$ cat config.mk
export PLATFORM = sky130hd
export DESIGN_NAME = sfx_player
export DESIGN_NICKNAME = d
export VERILOG_FILES = /design/src/rtl/sfx_pkg.sv /design/src/rtl/sfx_channel.sv /design/src/rtl/sfx_player.sv
export SDC_FILE = /design/constraint.sdc
export NUM_CORES = 1
export LEC_CHECK = 0
export ABC_AREA = 0
export BUFFER_PORTS_ARGS = -buffer_cell sky130_fd_sc_hd__buf_2
export CORE_MARGIN = 2
export CORE_UTILIZATION = 52
export DETAILED_ROUTE_END_ITERATION = 12
export PLACE_DENSITY = 0.7
export SLEW_MARGIN = 20
export SYNTH_ARGS = -nofsm -noshare
export SYNTH_HDL_FRONTEND = slang
export SYNTH_SLANG_ARGS = --single-unit
$ cat constraint.sdc
create_clock -name clk -period 10.7 [get_ports clk]
set_clock_uncertainty 0.15 [all_clocks]
set_input_delay 2.675 -clock clk [delete_from_list [all_inputs] [get_ports clk]]
set_output_delay 2.675 -clock clk [all_outputs]
set_load 0.01 [all_outputs]
$ cat src/rtl/sfx_pkg.sv
// Shared types and elaboration-time helpers for the sound-effect player.
package sfx_pkg;

  // Per-channel playback state.
  typedef enum logic {
    StIdle,
    StPlay
  } ch_state_e;

  // Clock cycles per duration tick (TICK_DIV = CLK_HZ / TICK_HZ).
  function automatic int unsigned tick_div(input int unsigned clk_hz,
                                           input int unsigned tick_hz);
    return clk_hz / tick_hz;
  endfunction

  // Mixer accumulator width: room for CHANNELS full-scale volumes plus a guard bit.
  function automatic int unsigned sum_width(input int unsigned pwm_bits,
                                            input int unsigned channels);
    return pwm_bits + $clog2(channels) + 1;
  endfunction

endpackage

$ cat src/rtl/sfx_channel.sv
// One square-wave effect channel: start/retrigger/abort FSM, tone divider,
// tick-based duration countdown and latched volume.
module sfx_channel
  import sfx_pkg::*;
#(
  parameter int unsigned DIV_W    = 20,
  parameter int unsigned DUR_W    = 16,
  parameter int unsigned PWM_BITS = 8
) (
  input  logic                clk,
  input  logic                rst_n,
  input  logic                tick,
  input  logic                start,
  input  logic [DIV_W-1:0]    half_period,
  input  logic [DUR_W-1:0]    duration,
  input  logic [PWM_BITS-1:0] volume,
  output logic                busy,
  output logic                done,
  output logic                level,
  output logic [PWM_BITS-1:0] vol
);

  ch_state_e           state_q;
  logic [DIV_W-1:0]    hp_q;
  logic [DIV_W-1:0]    div_q;
  logic [DUR_W-1:0]    rem_q;
  logic [PWM_BITS-1:0] vol_q;
  logic                sq_q;
  logic                done_q;
  logic                load;

  // A start with zero duration never loads; in PLAY it aborts instead.
  assign load = start && (duration != '0);

  // Channel FSM with tone divider and duration countdown; start wins over timeout.
  always_ff @(posedge clk or negedge rst_n) begin
    if (!rst_n) begin
      state_q <= StIdle;
      hp_q    <= '0;
      div_q   <= '0;
      rem_q   <= '0;
      vol_q   <= '0;
      sq_q    <= 1'b0;
      done_q  <= 1'b0;
    end else begin
      done_q <= 1'b0;
      if (load) begin
        state_q <= StPlay;
        hp_q    <= half_period;
        rem_q   <= duration;
        vol_q   <= volume;
        div_q   <= '0;
        sq_q    <= 1'b1;
      end else begin
        unique case (state_q)
          StIdle: begin
          end
          StPlay: begin
            if (start) begin
              state_q <= StIdle;
            end else begin
              if (hp_q != '0) begin
                if (div_q == hp_q - DIV_W'(1)) begin
                  div_q <= '0;
                  sq_q  <= ~sq_q;
                end else begin
                  div_q <= div_q + DIV_W'(1);
                end
              end
              if (tick) begin
                rem_q <= rem_q - DUR_W'(1);
                if (rem_q == DUR_W'(1)) begin
                  state_q <= StIdle;
                  done_q  <= 1'b1;
                end
              end
            end
          end
          default: state_q <= StIdle;
        endcase
      end
    end
  end

  assign busy  = (state_q == StPlay);
  assign done  = done_q;
  // A zero half-period keeps the channel silent while it still times out.
  assign level = busy && sq_q && (hp_q != '0);
  assign vol   = vol_q;

endmodule

$ cat src/rtl/sfx_player.sv
// Multi-channel sound-effect player: tick prescaler, saturating mixer, glitch-free
// PWM output and amplifier enable around CHANNELS sfx_channel instances.
module sfx_player
  import sfx_pkg::*;
#(
  parameter int unsigned CHANNELS = 4,
  parameter int unsigned CLK_HZ   = 100_000_000,
  parameter int unsigned TICK_HZ  = 1000,
  parameter int unsigned DIV_W    = 20,
  parameter int unsigned DUR_W    = 16,
  parameter int unsigned PWM_BITS = 8,
  parameter logic        GAIN     = 1'b0
) (
  input  logic                         clk,
  input  logic                         rst_n,
  input  logic [CHANNELS-1:0]          start,
  input  logic [CHANNELS*DIV_W-1:0]    half_period,
  input  logic [CHANNELS*DUR_W-1:0]    duration,
  input  logic [CHANNELS*PWM_BITS-1:0] volume,
  output logic [CHANNELS-1:0]          busy,
  output logic [CHANNELS-1:0]          done,
  output logic                         a_out,
  output logic                         gain,
  output logic                         shut_down_n
);

  localparam int unsigned TICK_DIV = tick_div(CLK_HZ, TICK_HZ);
  localparam int unsigned PRE_W    = (TICK_DIV > 1) ? $clog2(TICK_DIV) : 1;
  localparam int unsigned SUM_W    = sum_width(PWM_BITS, CHANNELS);
  localparam logic [PWM_BITS-1:0] PwmMax = '1;

  logic [PRE_W-1:0]                   presc_q;
  logic                               tick;
  logic [CHANNELS-1:0]                level;
  logic [CHANNELS-1:0][PWM_BITS-1:0]  vol;
  logic [SUM_W-1:0]                   sum;
  logic [PWM_BITS-1:0]                mix;
  logic [PWM_BITS-1:0]                pwm_q;
  logic [PWM_BITS-1:0]                sample_q;
  logic                               a_out_q;
  logic                               shut_q;

  // Free-running tick prescaler; tick is high for the last cycle of each period.
  always_ff @(posedge clk or negedge rst_n) begin
    if (!rst_n) begin
      presc_q <= '0;
    end else if (presc_q == PRE_W'(TICK_DIV - 1)) begin
      presc_q <= '0;
    end else begin
      presc_q <= presc_q + PRE_W'(1);
    end
  end

  assign tick = (presc_q == PRE_W'(TICK_DIV - 1));

  for (genvar i = 0; i < CHANNELS; i++) begin : g_ch
    sfx_channel #(
      .DIV_W   (DIV_W),
      .DUR_W   (DUR_W),
      .PWM_BITS(PWM_BITS)
    ) u_ch (
      .clk        (clk),
      .rst_n      (rst_n),
      .tick       (tick),
      .start      (start[i]),
      .half_period(half_period[i*DIV_W +: DIV_W]),
      .duration   (duration[i*DUR_W +: DUR_W]),
      .volume     (volume[i*PWM_BITS +: PWM_BITS]),
      .busy       (busy[i]),
      .done       (done[i]),
      .level      (level[i]),
      .vol        (vol[i])
    );
  end

  // Saturating sum of the volumes of all channels currently driving a high level.
  always_comb begin
    sum = '0;
    for (int i = 0; i < CHANNELS; i++) begin
      if (level[i]) begin
        sum = sum + SUM_W'(vol[i]);
      end
    end
    mix = (sum > {{(SUM_W - PWM_BITS){1'b0}}, PwmMax}) ? PwmMax : sum[PWM_BITS-1:0];
  end

  // PWM counter; the sample is only reloaded at counter zero to avoid mid-period glitches.
  always_ff @(posedge clk or negedge rst_n) begin
    if (!rst_n) begin
      pwm_q    <= '0;
      sample_q <= '0;
      a_out_q  <= 1'b0;
    end else begin
      pwm_q   <= pwm_q + PWM_BITS'(1);
      a_out_q <= (pwm_q < sample_q);
      if (pwm_q == '0) begin
        sample_q <= mix;
      end
    end
  end

  // Amplifier stays enabled while any channel plays, one cycle behind busy.
  always_ff @(posedge clk or negedge rst_n) begin
    if (!rst_n) begin
      shut_q <= 1'b0;
    end else begin
      shut_q <= |busy;
    end
  end

  assign a_out       = a_out_q;
  assign shut_down_n = shut_q;
  assign gain        = GAIN;

endmodule

# After elaboration in Yosys (flattened, before gate mapping)

Cells that the tools add are included.

$add $sub $neg: 17
$lt $le $gt $ge: 2
Equal/unequal tests: 13
Muxes and demuxes: 102
Bitwise gates (word level): 4
Reduce and logical (&&, ||, !) cells: 50

Operators by type and width:

| cell                  | number |
|---|---|
| $mux 20               | 20 |
| $mux 16               | 16 |
| $add 20x1->20 const B | 4 |
| $eq 20x20->1          | 4 |
| $reduce_bool 20->1    | 4 |
| $sub 20x1->20 const B | 4 |
| $eq 16x1->1 const B   | 4 |
| $reduce_bool 16->1    | 4 |
| $sub 16x1->16 const B | 4 |
| $mux 1                | 60 |
| $add 11x8->11         | 3 |
| $mux 11               | 3 |
| $reduce_bool 2->1     | 16 |
| $reduce_and 3->1      | 8 |
| $add 17x1->17 const B | 1 |
| $eq 17x17->1 const B  | 1 |
| $mux 17               | 1 |
| $mux 8                | 2 |
| $reduce_and 4->1      | 4 |
| $logic_and 1x1->1     | 12 |
| $gt 11x8->1 const B   | 1 |
| $add 8x1->8 const B   | 1 |
| $logic_not 8->1       | 1 |
| $lt 8x8->1            | 1 |
| 3 further kinds       | 9 |

Register bits: 303
Bits of input ports: 182
Word-level logic and storage cells: 221

# Longest topological paths before layout

Gate-level depths: netlist of run 1.

Depth in word-level cells: 11
Gate-level depth with buffers: 28
Gate-level depth less buffers: 28

# Hierarchy

A second synthesis of run 1 with hierarchy kept.

Cell total of the unflattened synthesis: 2136
Area, all modules: 18422.7 µm²

By module, submodules not included:

| module                         | instances | cells each | area an instance (µm²) | seq. area each (µm²) |
|---|---|---|---|---|
| sfx_channel (g_ch[1].u_ch ...) | 3         | 446        | 3848.7                 | 1676.6 |
| sfx_channel (g_ch[0].u_ch)     | 1         | 448        | 3833.7                 | 1676.6 |
| sfx_player                     | 1         | 350        | 3042.9                 | 875.8 |

# Worst setup path before layout of run 1

Ideal clock, no wire load.

Kind: register -> register
Start: register g_ch[0].u_ch.hp_q[7]
End: register sample_q[5]
Data arrival time: 5068 ps
Required time: 10420 ps
Setup slack: 5352 ps
Cell stages (with the launch flop): 27
Path buffers: 2
Clock period less this slack: 5348 ps
Cell sequence: dfrtp_1 > clkbuf_1 > nor4_1 > nand4b_1 > o211a_1 > clkbuf_1 > nand2_1 > inv_1 > ha_1 > a21o_1 > a21oi_1 > xor2_1 > mux2i_1 > ha_1 > o21ai_0 > o21ai_0 > a211oi_1 > a21oi_1 > mux2_2 > ha_1 > nand2_1 > o21ai_0 > nand4_1 > or3_1 > mux2i_1 > o311a_2 > a31oi_1

Cells in the longest elaborated chain, start to end: 11

Ends and longest elaborated chain:

| what                   | line              | source |
|---|---|---|
| start, declared        | sfx_channel.sv:24 | `logic [DIV_W-1:0] hp_q;` |
| start signal, assigned | sfx_channel.sv:49 | `hp_q <= half_period;` |
| $reduce_bool 20->1 *   | sfx_channel.sv:88 | `assign level = busy && sq_q && (hp_q != '0);` |
| $logic_and 1x1->1 *    | sfx_channel.sv:88 |  |
| $mux 8 *               | sfx_player.sv:80  | `if (level[i]) begin` |
| $add 11x8->11          | sfx_player.sv:81  | `sum = sum + SUM_W'(vol[i]);` |
| $mux 11 *              | sfx_player.sv:80  |  |
| $add 11x8->11          | sfx_player.sv:81  |  |
| $mux 11 *              | sfx_player.sv:80  |  |
| $add 11x8->11          | sfx_player.sv:81  |  |
| $mux 11 *              | sfx_player.sv:80  |  |
| $gt 11x8->1            | sfx_player.sv:84  | `mix = (sum > {{(SUM_W - PWM_BITS){1'b0}}, PwmMax}) ? PwmMax : sum[PWM_BITS-1:0];` |
| $mux 8 *               | sfx_player.sv:84  |  |
| end signal, assigned   | sfx_player.sv:97  | `sample_q <= mix;` |
| end, declared          | sfx_player.sv:39  | `logic [PWM_BITS-1:0] sample_q;` |

Mark *: on every way between the ends. The rest lies on a longest branch, timed or not.
A chain may end at the register's enable or synchronous reset.

# Worst setup path after layout of run 1

Start: register g_ch[0].u_ch.hp_q[3]
End: register sample_q[2]

Same word-level chain as after synthesis.

==> results of run 1 <==
per-layer routing:
layer  global-route usage, %  wire length, µm  vias up
li1                        -                -     8032
met3                    4.44             2930       92
met4                    9.78             1340        2
met2                    43.0            22100      492
met5                       0               16        -
met1                    36.2            21600     7941
power by group:
group	leakage, nW	total [mW]	switching (mW)	internal (mW)
Combinational	5.01	0.548	0.317	0.231
Sequential	3.81	1.31	0.0886	1.22
Clock	0.634	1.31	0.516	0.792
Total	9.46	3.16	0.921	2.24
through the flow:
step                      power [mW]  worst slack (ns)  instance area [µm²]  cells
after global routing            3.33              3.87                21000   2830
after detailed placement        1.87              4.44                19700   2765
after floorplan                 1.69              5.35                18500   2201
after global placement          1.85              4.53                19700   2765
after CTS                       3.19              4.40                21000   2830
final                           3.16              4.35                21000   2832
worst max-delay path, stage by stage, from the launching register on:
cell and delay [ns]:
dfrtp_1 0.46, nor4_2 0.66, nand3_1 0.24, o211a_1 0.41, and2_1 0.24, ha_1 0.21
inv_1 0.08, fa_1 0.40, nor2_1 0.11, a31oi_1 0.09, inv_1 0.10, ha_1 0.24
a211oi_1 0.32, o21ai_0 0.15, a211oi_1 0.26, a21oi_1 0.06, mux2_2 0.31, ha_1 0.37
nand2_1 0.06, o21ai_0 0.32, nand4_1 0.14, or3_1 0.32, mux2i_1 0.15, o311a_2 0.29
a21oi_1 0.10
registers in the layout, summed over array words and instances (netlist names):
name / count
g_ch.u_ch.busy: 4
a_out: 1
presc_q: 17
shut_down_n: 1
sample_q: 8
g_ch.u_ch.sq_q: 4
g_ch.u_ch.rem_q: 64
g_ch.u_ch.done: 4
g_ch.u_ch.vol: 32
g_ch.u_ch.hp_q: 80
pwm_q: 8
g_ch.u_ch.div_q: 80
how the worst min path moves through the flow:
| stage | slack (ns) | endpoint | from | depth (start not counted) |
|---|---|---|---|---|
| floorplan | 0.29 | g_ch[0].u_ch.vol[0]$_DFFE_PN0P_ | g_ch[0].u_ch.vol[0]$_DFFE_PN0P_ | 2 |
| global placement | 0.30 | g_ch[0].u_ch.vol[7]$_DFFE_PN0P_ | g_ch[0].u_ch.vol[7]$_DFFE_PN0P_ | 2 |
| global route | 0.37 | g_ch[0].u_ch.vol[7]$_DFFE_PN0P_ | g_ch[0].u_ch.vol[7]$_DFFE_PN0P_ | 2 |
| detailed placement | 0.32 | g_ch[0].u_ch.vol[7]$_DFFE_PN0P_ | g_ch[0].u_ch.vol[7]$_DFFE_PN0P_ | 2 |
| CTS | 0.33 | g_ch[0].u_ch.vol[7]$_DFFE_PN0P_ | g_ch[0].u_ch.vol[7]$_DFFE_PN0P_ | 2 |
| finish | 0.33 | g_ch[0].u_ch.vol[7]$_DFFE_PN0P_ | g_ch[0].u_ch.vol[7]$_DFFE_PN0P_ | 2 |
layout make-up:
| cell class | count | area [µm²] |
|---|---|---|
| Multi-Input combinational cell | 1724 | 10200 |
| Inverter | 69 | 259 |
| Tap cell | 461 | 577 |
| Fill cell | 3192 | 14400 |
| Clock inverter | 15 | 164 |
| Antenna cell | 2 | 5.00 |
| Sequential cell | 303 | 7580 |
| Clock buffer | 50 | 1100 |
| Timing Repair Buffer | 208 | 1090 |
placed cells by master, fill, tap and decap left out, types with 19 or more instances in the layout:
cell       netlist  layout
nor4_1          60      59
ha_1            54      54
nand3_1        104     104
nand4_1         39      39
buf_2            9     190
xnor2_1         89      89
o311ai_0        19      19
mux2i_1         25      25
nor3_1          66      66
nand2b_1        19      19
inv_1           69      69
a21oi_1         53      53
o211ai_1        31      31
xor2_1          79      79
a31oi_1         32      32
and2_1          24      23
and3_1          35      35
clkbuf_16        0      39
or4_1           21      21
o21ai_0         96      96
dfrtp_1        303     303
or3_1           29      29
nand2_1        480     480
nor2_1         175     175
logic make-up after synthesis:
family                     after synthesis  share of synthesized area (%)
DFF                                    303                           41.0
xor gates and xnor gates               168                           7.96
buffers and inverters                  174                           3.95
adders and majority gates               57                           3.98
AOI/OAI and AO/OA                      350                           12.8
other                                    1                         0.0203
muxes                                   30                           1.66
and+or+nand+nor                       1118                           28.6
==> metrics.txt, run 1 <==
Top-Level Pins 193; WS Path Type reg2reg; # port buffers 191; Syn-to-layout area delta 13.4%; Residual DRC 0; share of layout cells above drive strength 1 12.9%; initial antenna violation count 3; Period minus WS final 6.35 ns; DR WL/cell 16.9 µm; syn_nets 2,440; post-DP HPWL 34,500 µm; Final GP Congestion 0.868; CTS root buf clkbuf_16; Critical Path End Type flip-flop; chip height 193 µm; first-pass GRT wire length 80,000 µm; startpoint type of the worst setup path flip-flop; grt ovf 0; RSZ-0062 raised after global routing false; clock sink count 303; Tcrit/Tclk final 59.3%; Hold Vio Cnt, Final 0; full die area 0.0371 mm²; Mapped Cells 2,201; top-count cell post-synth nand2_1; Seq/Total Area, Yosys 41.0%; Hold WS 0.332 ns; Reg2Reg Setup Slack 4.35 ns; Clock transition at path regs 0.06 ns; CP max FO 11; largest net degree at the start of global routing 120; drt initial violations 963; ys flop type dfrtp_1; worst reg2reg path endpoint sample_q[2]$_DFFE_PN0N_; Row Count 69; P per Cell Area 151 mW/mm²; Post-synth EDFFs 0; Mapped Area 0.0185 mm²; Synth area leader dfrtp_1; R2R depth 24; global-route usage over all layers 26.7%; Yosys reg bits 303; Post-CTS Hold Buffers 0; post-CTS setup buffer count 0; top post-synthesis cells by area dfrtp_1 (41%), nand2_1 (9.7%), xnor2_1 (4.2%); status completed; reg-to-reg critical path startpoint g_ch[0].u_ch.hp_q[3]$_DFFE_PN0P_; Die X 193 µm; Skew-Pair Late Insertion Delay 0.55 ns; P_leak 9.46 nW; Syn Area/Cell 8.40 µm²; Slew headroom 33.9%; final core utilization 59.4%; Worst Path Arrival 6.62 ns; Setup crit start g_ch[0].u_ch.hp_q[3]$_DFFE_PN0P_; Layout Nets 2,582; H-tree levels 2; HP Class reg2reg; YS warnings 0; Post-synth ARST share 100%; area share of the largest cell type after synthesis 41.0%; vias in the first global route 16,062; Unique masters post-synth 76; CTS tree done; Resize count post-CTS 0; CTS Buf Count 37; required time worst endpoint 10.97 ns; Tightest Pin Transition 0.983 ns; setup TNS 0 ns; Initial Utilization 52.4%; endpoints failing setup 0; Clock Tree Buf Depth 3; VDD IR-drop max 0.000128 V; core area 0.0353 mm²; DR pass1 iterations 5; Via density 5.85; Final ANT Viol Nets 0; post-detailed-routing wire length 48,000 µm; Max Cap Viol 0; vias 16,559; Worst Setup EP sample_q[2]$_DFFE_PN0N_; synth cell count leaders nand2_1 (480), dfrtp_1 (303), nor2_1 (175); Highest Clock Rate 158 MHz; max-slew violations 0
(Power assumes the default switching activity.)
==> run 2, diff against run 1 <==
==> constraint.sdc (replaced) <==
create_clock -name clk -period 5.9 [get_ports clk]
set_clock_uncertainty 0.15 [all_clocks]
set_input_delay 1.475 -clock clk [delete_from_list [all_inputs] [get_ports clk]]
set_output_delay 1.475 -clock clk [all_outputs]
set_load 0.01 [all_outputs]
==> metrics.txt, run 2 (synthesis gave the netlist of run 1 again) <==
Min-Delay Path Depth 2 (unchanged); # port buffers 191 (unchanged); worst reg2reg path endpoint sample_q[5]$_DFFE_PN0N_; first-pass GRT wire length 77,600 µm (-3.1%); Die X 193 µm (unchanged); core area 0.0353 mm² (unchanged); Residual DRC 0 (unchanged); required time worst endpoint 6.17 ns (-4.80 ns); vias 16,649 (+0.54%); leading cell type in the layout, fill and taps excluded nand2_1; max-slew violations 0 (unchanged); status completed; P per Cell Area 266 mW/mm² (+76%); Hold Vio Cnt, Final 0 (unchanged); Tcrit/Tclk final 94.8% (+35 points); Layout Nets 2,594 (+0.46%); HP Start g_ch[0].u_ch.vol[0]$_DFFE_PN0P_; vias in the first global route 15,679 (-2.4%); post-detailed-routing wire length 47,800 µm (-0.42%); initial antenna violation count 3 (unchanged); Worst Path Arrival 5.86 ns (-0.76 ns); Final ANT Viol Nets 0 (unchanged); final core utilization 59.5% (+0.17 points); Row Count 69 (unchanged); full die area 0.0371 mm² (unchanged); grt ovf 0 (unchanged); largest net degree at the start of global routing 118 (-1.7%); P_leak 9.47 nW (+0.16%); Reg2Reg Setup Slack 0.31 ns (-4.04 ns); Syn-to-layout area delta 13.7%; drt initial violations 1,099 (+14%); Final GP Congestion 0.931 (+7.2%); Slew headroom 36.1% (+2.3 points); Period minus WS final 5.59 ns (-0.755 ns); WS Path Type reg2reg; Clock transition at path regs 0.06 ns (about the same); Design Area, Final 0.0210 mm² (+0.29%); endpoints failing setup 0 (unchanged); most frequent cells in the layout nand2_1 (480), dfrtp_1 (303), buf_2 (190); CTS root buf clkbuf_16; CP max FO 10 (-1); startpoint type of the worst setup path flip-flop; DR WL/cell 16.8 µm (-0.77%); Worst Hold End g_ch[0].u_ch.vol[0]$_DFFE_PN0P_; Max Cap Viol 0 (unchanged); VDD IR-drop max 0.000236 V (+85%); Initial Utilization 52.4% (unchanged); Highest Clock Rate 179 MHz (+14%); H-tree levels 2 (unchanged); Via density 5.86 (+0.19%); Tightest Pin Transition 0.949 ns (-0.0336 ns); CTS tree done; share of layout cells above drive strength 1 13.3% (+0.41 points); Clock Tree Buf Depth 3 (unchanged); Critical Path End Type flip-flop; Skew-Pair Late Insertion Delay 0.55 ns (about the same); chip height 193 µm (unchanged); DR pass1 iterations 5 (unchanged); R2R depth 26 (+8.3%); post-DP HPWL 35,000 µm (+1.3%); global-route usage over all layers 26.0% (-0.69 points); Top-Level Pins 193 (unchanged); HP Class reg2reg; Regs by FF count g_ch.u_ch.div_q (80), g_ch.u_ch.hp_q (80), g_ch.u_ch.rem_q (64); reg-to-reg critical path startpoint g_ch[0].u_ch.hp_q[7]$_DFFE_PN0P_; clock sink count 303 (unchanged); placement-stage cell area 0.0198 mm² (+0.48%); CTS Buf Count 36 (-2.7%)
==> run 2: how the worst max path moves through the flow <==
stage	slack (ns)	cells after the start	start	endpoint
3_5_place_dp	0.07	25	g_ch[0].u_ch.hp_q[9]$_DFFE_PN0P_	sample_q[5]$_DFFE_PN0N_
4_1_cts	0.06	25	g_ch[0].u_ch.hp_q[9]$_DFFE_PN0P_	sample_q[5]$_DFFE_PN0N_
3_3_place_gp	0.18	25	g_ch[0].u_ch.hp_q[9]$_DFFE_PN0P_	sample_q[5]$_DFFE_PN0N_
5_1_grt	-0.0007	27	g_ch[0].u_ch.hp_q[7]$_DFFE_PN0P_	sample_q[5]$_DFFE_PN0N_
6_report	0.31	26	g_ch[0].u_ch.hp_q[7]$_DFFE_PN0P_	sample_q[5]$_DFFE_PN0N_
2_1_floorplan	0.55	26	g_ch[0].u_ch.hp_q[7]$_DFFE_PN0P_	sample_q[5]$_DFFE_PN0N_
==> run 2: routing by layer <==
layer / routed length, µm / share of wire [%] / vias up / GRT usage [%]
met1: 21800 / 46 / 7992 / 35.9
li1: - / - / 8078 / -
met3: 2740 / 5.7 / 76 / 3.78
met2: 22200 / 46 / 501 / 42.3
met5: 12 / 0.025 / - / 0
met4: 1020 / 2.1 / 2 / 7.75
==> run 2: report_power, final <==
group          switching (mW)  total [mW]  internal, mW  leakage (nW)
clock                   0.885        2.19          1.31         0.564
sequential              0.163        2.37          2.21          3.81
combinational           0.585        1.03         0.440          5.09
total                    1.63        5.59          3.96          9.47
==> run 2: area by class of cell <==
type / instances / area [µm²]
clock inverters: 14 / 155
diodes: 2 / 5.00
clock buffers: 48 / 987
multi-input cells: 1724 / 10300
well taps: 461 / 577
inverters: 69 / 259
fillers: 3164 / 14300
flip-flops and latches: 303 / 7580
repair buffers: 221 / 1200
==> run 2: per-stage QoR <==
stage	hold slack, ns	total power, mW	worst slack (ns)	setup TNS [ns]	cells
detailed placement	0.308	3.40	0.0707	0	2776
global route	0.336	5.88	-0.000721	-0.000721	2841
global placement	0.307	3.38	0.177	0	2776
floorplan	0.287	3.07	0.552	0	2201
finish	0.318	5.59	0.308	0	2842
CTS	0.320	5.62	0.0579	0	2838
==> run 2: worst max-delay path, stage by stage (launching register included) <==
cell and delay [ns]:
dfrtp_1 0.41, nor4_4 0.31, buf_4 0.17, nand4b_1 0.14, o211a_1 0.31, buf_4 0.18, nand2_1 0.11, inv_1 0.05
ha_1 0.28, a21o_1 0.18, a21oi_1 0.17, xor2_1 0.16, mux2i_1 0.11, ha_1 0.37, o21ai_0 0.13, o21ai_0 0.12
a211oi_1 0.24, a21oi_1 0.06, mux2_2 0.29, ha_1 0.36, nand2_1 0.08, o21ai_2 0.17, nand4_1 0.10, or3_1 0.31
mux2i_1 0.17, o311a_4 0.26, a31oi_1 0.09
==> run 2: what timing repair did <==
| action | CTS | global route |
|---|---|---|
| hold buffers | 0 | 0 |
| buffers inserted | 0 | 2 |
| gates resized for setup | 0 | 15 |
| endpoints found under the setup margin | 0 | 8 |
